[src/rtl/product_accumulator.sv]
`default_nettype none
// ============================================================================
//  Module   : product_accumulator
//  Brief    : Sums a programmed number of unsigned products into a wide
//             accumulator and presents the result, with a sticky carry-out
//             flag, on a valid/ready output port.
//  Revision : 1.0  initial release
// ============================================================================
module product_accumulator #(
    parameter int PROD_W = 16,
    parameter int ACC_W  = 20,
    parameter int LEN_W  = 8
) (
    input  logic              clk,
    input  logic              rst_n,
    input  logic              start,
    input  logic [LEN_W-1:0]  len,
    input  logic              in_valid,
    output logic              in_ready,
    input  logic [PROD_W-1:0] in_product,
    output logic              out_valid,
    input  logic              out_ready,
    output logic [ACC_W-1:0]  out_sum,
    output logic              out_overflow,
    output logic              busy
);

    typedef enum logic [1:0] {
        S_IDLE  = 2'd0,
        S_ACCUM = 2'd1,
        S_DONE  = 2'd2
    } state_t;

    localparam logic [LEN_W-1:0] c_one = LEN_W'(1);

    state_t             r_state;
    state_t             w_state_next;
    logic [ACC_W-1:0]   r_acc;
    logic               r_overflow;
    logic [LEN_W-1:0]   r_remaining;
    logic               w_in_fire;
    logic               w_out_fire;
    logic [ACC_W:0]     w_sum;

    // Handshake outputs are pure state decodes, so no input reaches them
    // combinationally.
    assign in_ready     = (r_state == S_ACCUM);
    assign out_valid    = (r_state == S_DONE);
    assign busy         = (r_state != S_IDLE);
    assign out_sum      = r_acc;
    assign out_overflow = r_overflow;

    assign w_in_fire  = in_valid & in_ready;
    assign w_out_fire = out_valid & out_ready;

    // One extra bit on the adder captures the carry out of the accumulator.
    assign w_sum = {1'b0, r_acc} + (ACC_W+1)'(in_product);

    // State register.
    always_ff @(posedge clk or negedge rst_n) begin
        if (!rst_n) begin
            r_state <= S_IDLE;
        end else begin
            r_state <= w_state_next;
        end
    end

    // Next-state decode; start is only honoured in IDLE.
    always_comb begin
        w_state_next = r_state;
        case (r_state)
            S_IDLE: begin
                if (start) begin
                    w_state_next = (len == '0) ? S_DONE : S_ACCUM;
                end
            end
            S_ACCUM: begin
                if (w_in_fire && (r_remaining == c_one)) begin
                    w_state_next = S_DONE;
                end
            end
            S_DONE: begin
                if (w_out_fire) begin
                    w_state_next = S_IDLE;
                end
            end
            default: w_state_next = S_IDLE;
        endcase
    end

    // Accumulator datapath: cleared on start, updated only on a transfer,
    // left untouched on exit from DONE.
    always_ff @(posedge clk or negedge rst_n) begin
        if (!rst_n) begin
            r_acc       <= '0;
            r_overflow  <= 1'b0;
            r_remaining <= '0;
        end else begin
            if ((r_state == S_IDLE) && start) begin
                r_acc       <= '0;
                r_overflow  <= 1'b0;
                r_remaining <= len;
            end else if (w_in_fire) begin
                r_acc       <= w_sum[ACC_W-1:0];
                r_overflow  <= r_overflow | w_sum[ACC_W];
                r_remaining <= r_remaining - c_one;
            end
        end
    end

endmodule
`default_nettype wire

[config.mk]
export PLATFORM = sky130hd
export DESIGN_NAME = product_accumulator
export DESIGN_NICKNAME = d
export VERILOG_FILES = /design/src/rtl/product_accumulator.sv
export SDC_FILE = /design/constraint.sdc
export NUM_CORES = 1
export LEC_CHECK = 0
export BUFFER_PORTS_ARGS = -buffer_cell sky130_fd_sc_hd__buf_2
export CAP_MARGIN = 0
export CORE_ASPECT_RATIO = 0.5
export CORE_UTILIZATION = 54
export DETAILED_ROUTE_END_ITERATION = 10
export GPL_TIMING_DRIVEN = 0
export MAX_ROUTING_LAYER = met4
export PLACE_DENSITY = 0.79
export SYNTH_ARGS = -nofsm -noshare
export SYNTH_HDL_FRONTEND = slang
export SYNTH_SLANG_ARGS = --single-unit
[constraint.sdc]
create_clock -name clk -period 2.4 [get_ports clk]
set_input_delay 0.48 -clock clk [delete_from_list [all_inputs] [get_ports clk]]
set_output_delay 0.48 -clock clk [all_outputs]
set_load 0.02 [all_outputs]
After elaboration in Yosys (flattened, before gate mapping)
Cells that the tools add are included.

Reductions and logical operators: 7. Bitwise logic cells: 3. Multiplexer cells: 11. Add/sub/neg operators: 2. Eq/ne operators: 6.

Operators with widths (count): 2-to-1 mux 20 bit (2); adder 20 x 16 -> 21 bit (1); 2-to-1 mux 8 bit (2); == test 8 x 1 -> 1 bit, second input constant (1); logical NOT 8 bit (1); 2-to-1 mux 2 bit (4); subtractor 8 x 1 -> 8 bit, second input constant (1); case mux 2 bit (3 select lines) (1); != test 2 x 1 -> 1 bit, second input constant (2); nonzero test 2 bit (2); AND reduction 3 bit (1); AND 1 bit (2); == test 2 x 1 -> 1 bit, second input constant (1); == test 2 bit, second input constant (1); logical AND 1 bit (2); logical NOT 2 bit (1); 2-to-1 mux 1 bit (2); != test 2 bit, second input constant (1); bitwise OR 1 bit (1).

Register bits: 31. Output and inout port bits: 24. Word-level logic and storage cells: 33.

Logic depth before layout (Yosys ltp)
Word-level depth: 5. Mapped depth: 9.

Least setup slack after synthesis
No wires, ideal clock.

Path kind: reg-to-reg. From: reg r_acc[0], in the netlist out_sum[0]. To: reg r_acc[14], in the netlist out_sum[14]. Data arrival time: 2.082 ns. Path buffers: 0. Stages on the path, launching flop included: 10. Slack: 0.197 ns. Cells stage by stage: dfrtp_1 > ha_1 > inv_1 > fa_1 > nand2b_1 > a21oi_1 > o2111ai_1 > a21oi_1 > mux2i_1 > nand2_1.

Word-level cells in the longest chain between the ends: 3.

Ends and longest elaborated chain: start, declared (RTL line 38) `logic [ACC_W-1:0] r_acc;`; start signal, assigned (RTL line 104) `r_acc <= w_sum[ACC_W-1:0];`; adder 20 x 16 -> 21 bit (RTL line 57) `assign w_sum = {1'b0, r_acc} + (ACC_W+1)'(in_product);`; 2-to-1 mux 20 bit (RTL line 103) `end else if (w_in_fire) begin`; 2-to-1 mux 20 bit (RTL line 99) `if ((r_state == S_IDLE) && start) begin`.

Every way passes these cells. The select of a mux whose other input is x is not followed. A chain may end at the register's enable or synchronous reset.

Worst setup path after layout
Same ends and word-level chain as after synthesis.

==> key figures <==
Power and ir drop
  • Pwr per Cell Area: 1166 mW/mm²
  • Maximum VDD drop: 0.5088 mV
  • Internal power: 1.648 mW
  • Gate power share: 0.575
  • Static Leak: 1.336 nW
  • Share of total power in sequential cells: 0.291
  • NetSw: 1.451 mW
  • Clock Power Share: 0.133
  • Sw Share: 0.4682
  • Total Power: 3.099 mW

GRT
  • First-pass GRT wire length: 7.824 mm
  • Vias in the first global route: 1716
  • GRT Overall Usage: 0.2460
  • Total gr overflow: 0
  • Antenna violations before repair: 0
  • Largest net degree at the start of global routing: 32

Yosys
  • Sequential fraction of the synthesis area: 0.3481
  • Synthesis-stage register bit count: 31
  • Syn Area/Cell: 8.637 µm²
  • Syn nets: 306
  • Post-synth cell types: 46
  • Cell count after synthesis: 258
  • Yosys Warn Count: 0
  • Synthesized area: 0.002228 mm²

Clock tree
  • Post-cts hold buffer count: 0
  • Postcts setup bufs: 0
  • Clock buffer depth: 2
  • CTS tree: done
  • Post-cts sizing count: 0
  • Clock-pin slew on the worst setup and hold paths: 0.06 ns
  • CTS sink cnt: 31
  • Worst-Skew Late Latency: 0.28 ns
  • TritonCTS Buffers: 5
  • CTS root buffer: clkbuf_8
  • H-tree Lvls: 2

Run status
  • Failing checks: DRC
  • Status: complete, but fails checks

Setup path
  • Worst-path fanout max: 5
  • RR Endpoint: out_sum[14]
  • Worst setup endpoint: out_sum[14]
  • Critical Path Source: out_sum[0]
  • CP Capture Type: flop
  • Crit path DAT: 2.37 ns
  • Setup CP Type: reg2reg
  • Setup crit start kind: flop
  • Req. time, crit path: 2.57 ns
  • FF-to-FF Start: out_sum[0]
  • R2R cell count: 9
  • Flop2flop setup slack: 0.20 ns

Job
  • MaxCap Viol Count: 0

Timing
  • Worst Max-Slew Pin Slew: 0.6990 ns
  • Setup ws final: 0.1977 ns
  • F_max: 454.1 MHz
  • Fin. Hold Viols: 0
  • Fin. max-slew vios: 0
  • Unrepaired setup endpoints after global routing: false
  • Period Utilization, post-route: 0.9176
  • Clk_skew: 0.003307 ns
  • Setup Viol. Count Final: 0
  • Fin crit period: 2.202 ns
  • Relative slew slack: 0.5340
  • Setup TNS: 0 ns

Placed design
  • DP HPWL: 3.885 mm
  • Post-DP Area: 0.002556 mm²
  • Placer congestion estimate: 0.8949
  • Place WS: -0.1685 ns
  • IO buf count: 52

Drt
  • WL/cell: 14.06 µm
  • Via count: 2158
  • Initial DRC count: 110
  • Overall routed net length: 5.217 mm
  • Final ANT Viol Nets: 0
  • Via density: 5.817
  • Post-route DRC violation count: 1
  • Pre-Repair DR Iteration Count: 7

Layout
  • Layout cells sized above 1: 0.2271
  • # diodes: 0
  • Area delta synth->final: 19.32%
  • Final instance area: 0.002659 mm²
  • Layout Nets: 365
  • Number of filler instances in the final layout: 359
  • Finished Core Util: 0.6776

Floorplan
  • Die area: 0.004403 mm²
  • Die Y-Extent: 47.43 µm
  • Die width: 92.85 µm
  • IO Pins: 53
  • Row cnt: 16
  • Core area: 0.003924 mm²
  • Initial Util: 0.5679

Worst hold path
  • Tightest Hold Check Type: in2async
==> sequential cells by signal (all words and copies together) (netlist names) <==
signal / cells
out_overflow: 1
out_sum: 20
r_remaining: 8
r_state: 2
==> how the worst min path moves through the flow <==
stage	to	start	cells past startpoint
floorplan	out_overflow	rst_n	0
global placement	out_overflow	out_overflow	2
detailed placement	out_overflow	out_overflow	2
CTS	out_sum[8]	rst_n	1
global route	out_sum[5]	rst_n	1
finish	out_sum[8]	rst_n	1
==> layer usage <==
metal	wire, µm	part of all wire	vias up	track usage
li1	-	-	1079	-
met1	2491	0.48	1013	0.3121
met2	2378	0.46	56	0.4044
met3	294	0.056	10	0.06032
met4	52	0.010	0	0.06769
met5	0	0	-	-
==> metrics by stage <==
step | cells | hold slack [ns]
floorplan | 258 | 0.1844
global placement | 364 | 0.4700
detailed placement | 364 | 0.4826
CTS | 371 | 0.2647
global route | 371 | 0.3037
finish | 371 | 0.2411
==> cell usage in the layout, fill, tap and decap left out, types with 3 or more instances in the layout <==
master     n
a21o_1     7
xor2_1     3
ha_1      18
clkbuf_8   6
o21ai_0    9
clkbuf_1   3
mux2i_1    5
nand4_1    6
and2_1     4
and3_1     6
nand2b_1   4
or4_1      4
o211ai_1   5
nand3_1    8
nand2_1   38
nor2_1    15
inv_1      8
xnor2_1    4
a21oi_1   21
o21ai_1   13
buf_2     57
a22o_1     4
o311ai_0   3
dfrtp_1   31
==> area by class of cell <==
cell class	count	area, µm²	area share
clock buffers	6	82.58	0.03106
flip-flops and latches	31	775.7	0.2918
plain buffers	8	36.28	0.01365
well taps	54	67.56	0.02541
clock inverters	1	5.005	0.001882
repair buffers	52	260.3	0.09788
multi-input cells	211	1401	0.5271
inverters	8	30.03	0.01129
==> worst max-delay path, stage by stage, from the launching register on <==
cell and delay [ns]:
dfrtp_1 0.36, ha_1 0.17, inv_1 0.06, fa_1 0.38, nand2b_1 0.23, a21oi_4 0.21, o2111ai_1 0.20, a21oi_2 0.19
mux2i_1 0.20, nand2_1 0.07
==> power by group through the flow <==
stage | clock, mW | combinational [mW] | sequential [mW]
final | 0.414 | 1.78 | 0.903
after global routing | 0.443 | 1.98 | 0.929
after CTS | 0.423 | 1.76 | 0.899
after detailed placement | 0 | 1.75 | 0.909
after global placement | 0 | 1.71 | 0.896
after floorplan | 0 | 1.18 | 1.01
==> cells in the mapped netlist, drive strengths merged <==
library cell / count / area, µm²
nor2b: 2 / 12.51
dfrtp: 31 / 775.7
nand4: 6 / 37.54
a22o: 4 / 35.03
nor4: 2 / 12.51
and3b: 1 / 8.760
inv: 8 / 30.03
a32o: 2 / 20.02
fa: 1 / 20.02
xor2: 3 / 26.28
a221o: 2 / 20.02
o2111ai: 1 / 8.760
o311ai: 3 / 26.28
xnor2: 4 / 35.03
o211ai: 5 / 37.54
o31ai: 2 / 15.01
nand3b: 1 / 7.510
a31oi: 2 / 12.51
mux2i: 5 / 50.05
ha: 18 / 225.2
a21oi: 25 / 140.1
o21ai: 22 / 110.1
nand2: 39 / 148.9
o41ai: 1 / 16.27
clkbuf: 3 / 11.26
nor2: 16 / 62.56
a311oi: 1 / 8.760
nor3: 2 / 10.01
a21o: 7 / 52.55
and2: 5 / 31.28
nand3: 8 / 40.04
o21bai: 2 / 15.01
and4: 2 / 17.52
a211o: 1 / 8.760
nand2b: 4 / 25.02
o311a: 1 / 10.01
or4: 4 / 30.03
and3: 7 / 48.80
buf: 5 / 25.02
==> cell families after synthesis <==
| group | share of synthesized area |
|---|---|
| AO/OA/AOI/OAI | 0.2409 |
| XOR/XNOR | 0.02751 |
| adder cells (fa/ha/maj) | 0.1101 |
| buffers and inverters | 0.02976 |
| flip-flops | 0.3481 |
| multiplexers | 0.02246 |
| AND/OR/NAND/NOR | 0.2212 |
Power figures use the tool's default switching activity.
